<file path="src/rtl/clock_step_controller.sv">
// clock_step_controller: divided processor clock-enable generator with run/step/halt control.
module clock_step_controller #(
   parameter int DIV_LIMIT = 12499999,
   parameter int CNT_W = 32
) (
   input  logic             inclk0,
   input  logic             reset,
   input  logic             run,
   input  logic             step_req,
   input  logic             halt,
   output logic             cpu_en,
   output logic             step_ack,
   output logic [1:0]       state,
   output logic             busy,
   output logic [CNT_W-1:0] tick_count
);
   typedef enum logic [1:0] {IDLE = 2'b00, RUN = 2'b01, STEP = 2'b10, HALTED = 2'b11} state_t;
   localparam logic [CNT_W-1:0] LIM = CNT_W'(DIV_LIMIT);
   state_t st;
   logic [CNT_W-1:0] div_cnt;
   logic term;
   assign term = div_cnt == LIM;
   assign state = st;
   assign busy = st == RUN || st == STEP;
   // The divider is held at zero in IDLE, so every entry to RUN or STEP starts a fresh count.
   always_ff @(posedge inclk0) begin
      cpu_en <= 1'b0;
      step_ack <= 1'b0;
      if (reset) begin
         st <= IDLE;
         div_cnt <= '0;
         tick_count <= '0;
      end else begin
         case (st)
            IDLE: begin
               div_cnt <= '0;
               st <= halt ? HALTED : run ? RUN : step_req ? STEP : IDLE;
            end
            RUN, STEP: begin
               if (halt) st <= HALTED;
               else if (st == RUN && !run) st <= IDLE;
               else if (term) begin
                  div_cnt <= '0;
                  cpu_en <= 1'b1;
                  tick_count <= tick_count + 1'b1;
                  if (st == STEP) begin
                     step_ack <= 1'b1;
                     st <= IDLE;
                  end
               end else div_cnt <= div_cnt + 1'b1;
            end
            default: if (!halt && !run && !step_req) st <= IDLE;
         endcase
      end
   end
endmodule

</file>
<file path="config.mk">
export PLATFORM = sky130hd
export DESIGN_NAME = clock_step_controller
export DESIGN_NICKNAME = d
export VERILOG_FILES = /design/src/rtl/clock_step_controller.sv
export SDC_FILE = /design/constraint.sdc
export NUM_CORES = 1
export LEC_CHECK = 0
export CORE_MARGIN = 5
export CORE_UTILIZATION = 40
export CTS_CLUSTER_SIZE = 30
export DETAILED_ROUTE_END_ITERATION = 10
export SLEW_MARGIN = 10
export SYNTH_ARGS = -nofsm -noshare
export SYNTH_HDL_FRONTEND = slang
export SYNTH_SLANG_ARGS = --single-unit
</file>
<file path="constraint.sdc">
create_clock -name inclk0 -period 6.3 [get_ports inclk0]
set_input_delay 0.945 -clock inclk0 [delete_from_list [all_inputs] [get_ports inclk0]]
set_output_delay 0.945 -clock inclk0 [all_outputs]
set_load 0.03 [all_outputs]
</file>
==> run metrics, run 1 <==
Synth async-reset ratio 0%; Worst Setup Start Kind primary input; setup violators final 0; Hold WS 507 ps; Worst Skew 7.60 ps; I/O pin total 42; CTS Buf Count 9; hold depth 2; largest net degree at the start of global routing 49; Layout Cells excl Fill 597; Slew Limit Fails 0; # nets final 492; Reg clk slew, reported paths 70 ps; required time of the critical path 6530 ps; met1 GRT Util 21.0%; grt met2 use 29.0%; # DRC 0; Final ANT Viol Nets 0; first-pass GRT wire length 16000 µm; Cells after Synth 453; Antenna diodes 0; chip width 106 µm; DR iter-0 viols 171; area grow syn2layout 16.1%; final WL 9350 µm; Initial Util 40.5%; Worst VDD drop 225 µV; leakage 0.00124 µW; maximum clock path buffer count 2; Placed Area 4140 µm²; worst skew pair latency 350 ps; met3 GRT Util 4.49%; Main synth FF type dfxtp_1; CP Cell Sequence clkdlybuf4s50_1 > nor2b_1 > nor3b_1 > nand3_1 > nor4_1 > mux2_1; setup TNS 0 ps; H-Tree Depth 3; HP Class flip-flop to flip-flop; Tot GR Track Use 17.1%; Clock Root Buffer clkbuf_8; Highest Clock Rate 290 MHz; CP Class primary input to flip-flop; CTS Hold Bufs 0; grt ovf 0; #FFs+latches synth 68; vias in the first global route 3438; Rows 35; PortBufs 41; initial antenna violation count 0; Post-CTS Resized 0; placed wire-length estimate 6370 µm; RSZ-0062 raised after global routing false; dpl cells 581; cell depth of the worst setup path 6; DR vias/cell 5.95; Routed WL per cell 15.7 µm; status completed; CP max stage cell nor3b_1; GR peak layer met2; share of post-route cells with drive strength above 1 4.94%; largest stage delay on the critical path 630 ps; Core ar. 9150 µm²; Worst R2R Path Depth 6; mapped cell area 3700 µm²; full die area 11300 µm²; Synth cell types 52; first-pass detailed-route iteration total 4; Crit Path Max Fanout 18; worst reg2reg startpoint state[0]$_SDFFE_PP0P_; Slew headroom 42.9%; Slew @ Worst Pin 851 ps; Power Density 241 nW/µm²; Finished Core Util 47.0%; Synthesized Nets 464; Worst setup startpoint run; fin crit share 54.7%; final instance area 4300 µm²; Top Family by Delay on Critical Path simple AND/OR/NAND/NOR gates; syn avg cell area 8.18 µm²; GP Congestion 0.801; clk sinks 68; Worst R2R End tick_count[26]$_SDFFE_PP0P_; # Post-CTS Setup Buffers 0; die height 106 µm; Worst setup endpoint tick_count[26]$_SDFFE_PP0P_; Yosys warning count 0; Post-synth EDFFs 0; Critical path buffers and inverters 1; Via Count 3551; final count of hold timing violations 0; max_cap viols 0; Reg2Reg Setup Slack 3090 ps; min cycle time layout 3450 ps; sequential element share of the synthesized area 36.8%; critical path capture point type flip-flop; CTS tree yes; Critical Path AT 3670 ps
-- per-stage QoR --
| stage | worst slack, ps | power [µW] |
|---|---|---|
| 2_1_floorplan | 3260 | 666 |
| 3_3_place_gp | 2620 | 734 |
| 3_5_place_dp | 2500 | 738 |
| 4_1_cts | 2870 | 1050 |
| 5_1_grt | 2520 | 1100 |
| 6_report | 2850 | 1040 |
-- where the power goes --
group | total (µW) | switching (µW) | internal [µW]
clock network | 312 | 159 | 153
logic | 277 | 191 | 86.1
registers | 448 | 10.3 | 438
total | 1040 | 360 | 677
-- cell families (layout without fill, tap and decap cells) --
group           Yosys count  after routing  synth area share, %
flops                    68             68                 36.8
mux                       7              7                 2.06
compound gates           73             73                 12.7
simple gates            235            235                 36.1
buf+inv                  41             74                 4.90
fa+ha+maj                 6              6                 2.03
xor+xnor                 23             23                 5.44
-- state kept, by name, indices dropped and copies added, names as in the netlist --
| register | count |
|---|---|
| div_cnt | 32 |
| state | 2 |
| cpu_en | 1 |
| step_ack | 1 |
| tick_count | 32 |
-- cell usage in the layout (no fill, tap or decap), types with 4 or more instances in the layout --
cell             Yosys  layout
nand2b_1             5       5
and4_1               6       6
clkbuf_1            14       4
nand2_1             35      35
nand4_1             21      21
o21ai_1              4       4
a31oi_1              4       4
nand3_1             25      25
mux2_1               5       5
nor2_1              44      44
xnor2_1             19      19
or4_1               25      25
nor4_1              20      20
inv_1               16      16
nor2b_1              5       5
clkbuf_8             0      10
o31ai_1             25      25
xor2_1               4       4
a21oi_1             28      28
or3_1                8       8
ha_1                 6       6
and3_1               6       6
clkdlybuf4s50_1      0      41
dfxtp_1             68      68
nor3_1              13      13
-- synth_stat cells, types with 4 or more instances --
| master | instances | area (µm²) |
|---|---|---|
| a21oi_1 | 28 | 140 |
| a31oi_1 | 4 | 25.0 |
| and3_1 | 6 | 37.5 |
| and4_1 | 6 | 52.6 |
| buf_1 | 4 | 15.0 |
| buf_2 | 4 | 20.0 |
| clkbuf_1 | 14 | 52.6 |
| dfxtp_1 | 68 | 1360 |
| ha_1 | 6 | 75.1 |
| inv_1 | 16 | 60.1 |
| mux2_1 | 5 | 56.3 |
| nand2_1 | 35 | 131 |
| nand2b_1 | 5 | 31.3 |
| nand3_1 | 25 | 125 |
| nand4_1 | 21 | 131 |
| nor2_1 | 44 | 165 |
| nor2b_1 | 5 | 31.3 |
| nor3_1 | 13 | 65.1 |
| nor4_1 | 20 | 125 |
| o21ai_1 | 4 | 20.0 |
| o31ai_1 | 25 | 188 |
| or3_1 | 8 | 50.1 |
| or4_1 | 25 | 188 |
| xnor2_1 | 19 | 166 |
| xor2_1 | 4 | 35.0 |
-- worst register-to-register path: stages, from the launching register on --
cell	delay (ps)
dfxtp_1	400
inv_1	80
ha_1	490
nor3b_1	670
nand3_1	610
nor4_1	480
mux2_1	360
-- layout make-up --
type	count	area, µm²
inverters	16	60.1
well taps	111	139
repair buffers	42	418
flip-flops and latches	68	1360
multi-input cells	344	2160
clock inverters	2	10.0
clock buffers	14	153
fillers	912	4850
-- how the worst min path moves through the flow --
stage,from,endpoint
2_1_floorplan,div_cnt[27]$_SDFFE_PP0P_,div_cnt[27]$_SDFFE_PP0P_
3_3_place_gp,div_cnt[31]$_SDFFE_PP0P_,div_cnt[31]$_SDFFE_PP0P_
3_5_place_dp,tick_count[7]$_SDFFE_PP0P_,tick_count[7]$_SDFFE_PP0P_
4_1_cts,tick_count[7]$_SDFFE_PP0P_,tick_count[7]$_SDFFE_PP0P_
5_1_grt,tick_count[7]$_SDFFE_PP0P_,tick_count[7]$_SDFFE_PP0P_
6_report,tick_count[7]$_SDFFE_PP0P_,tick_count[7]$_SDFFE_PP0P_
-- metal layers --
layer  vias to the layer above  wire, µm
li1                       1755         -
met1                      1712      4330
met2                        78      4480
met3                         6       432
met4                         0       103
met5                         -         0
No activity file was read; power rests on OpenSTA's default activity.
==> run 2: changes to the inputs <==
- clock period: 6.3 -> 3.4 ns (I/O delays scaled with it)
==> run 2 against run 1 <==
Net effect:
- count of clock-buffer cells in the layout down 3
- cell count grew 0.50%
- sequential share of layout area down 0.34 points
- final area up 1.1%
- sequential cell count unchanged
- register-to-register slack lost 2500 ps
- combinational power rose by 99%
- via count is 0.65% lower
- critical endpoint is now tick_count[11]$_SDFFE_PP0P_
- largest cell class unchanged
==> run metrics, run 2 (synthesized netlist as in run 1, its figures left out) <==
full die area 11300 µm² (unchanged); Core ar. 9150 µm² (unchanged); worst skew pair latency 340 ps (was 350 ps); Worst Skew 10.1 ps (was 7.60 ps); critical path capture point type flip-flop (unchanged); commonest non-fill, non-tap cell in the layout dfxtp_1 (unchanged); Slew @ Worst Pin 752 ps (was 851 ps); Slew headroom 49.6% (was 42.9%); DR vias/cell 5.88 (was 5.95); Via Count 3528 (was 3551); hold path start div_cnt[31]$_SDFFE_PP0P_ (was tick_count[7]$_SDFFE_PP0P_); Reg clk slew, reported paths 70 ps (about the same); # nets final 498 (was 492); Fillers 915 (was 912); required time of the critical path 3670 ps (was 6530 ps); Power Density 451 nW/µm² (was 241 nW/µm²); maximum clock path buffer count 2 (unchanged); hold depth 2 (unchanged); Post-CTS Resized 0 (unchanged); CP Cell Sequence inv_1 > ha_1 > or3b_1 > or4_4 > or4_1 > a21oi_1 (was clkdlybuf4s50_1 > nor2b_1 > nor3b_1 > nand3_1 > nor4_1 > mux2_1); clk sinks 68 (unchanged); initial antenna violation count 0 (unchanged); Final Power 1960 µW (was 1040 µW); Slew Limit Fails 0 (unchanged); Rows 35 (unchanged); Final ANT Viol Nets 0 (unchanged); Worst VDD drop 321 µV (was 225 µV); CP Class flip-flop to flip-flop (was primary input to flip-flop); Critical Path AT 3100 ps (was 3670 ps); Highest Clock Rate 353 MHz; Worst Setup Start Kind flip-flop (was primary input); most frequent cells in the layout 68 x dfxtp_1, 44 x nor2_1, 41 x clkdlybuf4s50_1 (unchanged); largest stage delay on the critical path 590 ps (was 630 ps); setup violators final 0 (unchanged); Reg2Reg Setup Slack 570 ps (was 3090 ps); HP Class flip-flop to flip-flop (unchanged); vias in the first global route 3236 (was 3438); # Post-CTS Setup Buffers 0 (unchanged); H-Tree Depth 3 (unchanged); first-pass GRT wire length 15400 µm (was 16000 µm); CTS Buf Count 9 (unchanged); DR iter-0 viols 158 (was 171); setup TNS 0 ps (unchanged); I/O pin total 42 (unchanged); chip width 106 µm (unchanged); final count of hold timing violations 0 (unchanged); PortBufs 41 (unchanged); largest net degree at the start of global routing 41 (was 49); Critical path buffers and inverters 1 (unchanged); Crit Path Max Fanout 22 (was 18); WHS Endpoint div_cnt[31]$_SDFFE_PP0P_ (was tick_count[7]$_SDFFE_PP0P_); worst reg2reg startpoint state[0]$_SDFFE_PP0P_ (unchanged); Top Family by Delay on Critical Path simple AND/OR/NAND/NOR gates (unchanged); leakage 0.00126 µW (was 0.00124 µW); register area 1360 µm² (unchanged); # DRC 0 (unchanged); max_cap viols 0 (unchanged); Clock Root Buffer clkbuf_8 (unchanged); Multi-input gate area 2160 µm² (unchanged); area grow syn2layout 17.4% (was 16.1%); Routed WL per cell 15.2 µm (was 15.7 µm); fin crit share 83.3%; RSZ-0062 raised after global routing false (unchanged); Tot GR Track Use 16.4% (was 17.1%); share of post-route cells with drive strength above 1 6.34% (was 4.94%); final WL 9110 µm (was 9350 µm); die height 106 µm (unchanged); Worst R2R End tick_count[11]$_SDFFE_PP0P_ (was tick_count[26]$_SDFFE_PP0P_); first-pass detailed-route iteration total 4 (unchanged); Worst R2R Path Depth 6 (unchanged); CP max stage cell or4_4 (was nor3b_1); Antenna diodes 0 (unchanged); Initial Util 40.5% (unchanged); GP Congestion 0.833 (was 0.801); grt ovf 0 (unchanged); status completed (unchanged); min cycle time layout 2830 ps; CTS tree yes (unchanged); CTS Hold Bufs 0 (unchanged); placed wire-length estimate 6340 µm (was 6370 µm)
## run 2: cell count changes in the layout (fill, tap and decap cells not counted)
cell        delta
buf_4          +6
clkbuf_8       +1
clkinvlp_4     +1
clkbuf_1       -4
clkinv_2       -1
## run 2: per-layer routing
metal	GRT usage, %	vias to the layer above	wire [µm]
met1	20.4	1684	4210
met5	0	-	0
met2	28.1	82	4390
met3	4.31	6	438
met4	4.35	0	69
li1	-	1756	-
## run 2: cell type report
type / count / share of cell area, %
Clock buffer: 11 / 3.48
Timing Repair Buffer: 48 / 10.6
Tap cell: 111 / 3.19
Clock inverter: 2 / 0.288
Multi-Input combinational cell: 344 / 49.7
Sequential cell: 68 / 31.3
Inverter: 16 / 1.38
## run 2: worst max-delay path by stage
stage,startpoint,endpoint,slack [ps],depth (start not counted)
2_1_floorplan,state[0]$_SDFFE_PP0P_,tick_count[11]$_SDFFE_PP0P_,360,9
3_3_place_gp,run,tick_count[11]$_SDFFE_PP0P_,490,6
3_5_place_dp,run,tick_count[7]$_SDFFE_PP0P_,420,6
4_1_cts,state[0]$_SDFFE_PP0P_,tick_count[11]$_SDFFE_PP0P_,560,6
5_1_grt,state[0]$_SDFFE_PP0P_,tick_count[29]$_SDFFE_PP0P_,310,7
6_report,state[0]$_SDFFE_PP0P_,tick_count[11]$_SDFFE_PP0P_,570,6
## run 2: where the power goes
part	switching (µW)	internal (µW)	total, µW
logic	361	191	552
clock network	285	291	577
registers	19.8	812	832
## run 2: worst min-delay path, cell delays in order, from the launching register on
cell	delay [ps]
dfxtp_1	330
o31ai_1	70
a21oi_1	60
## run 2: stage by stage
| stage | setup slack, ps | util (%) | cell area, µm² | hold WS (ps) | std cells |
|---|---|---|---|---|---|
| 6_report | 568 | 47.5 | 4350 | 506 | 600 |
| 5_1_grt | 309 | 47.5 | 4350 | 517 | 600 |
| 4_1_cts | 561 | 47.5 | 4350 | 501 | 600 |
| 3_5_place_dp | 423 | 45.7 | 4180 | 490 | 587 |
| 3_3_place_gp | 492 | 45.7 | 4180 | 473 | 587 |
| 2_1_floorplan | 360 | - | 3700 | 458 | 453 |
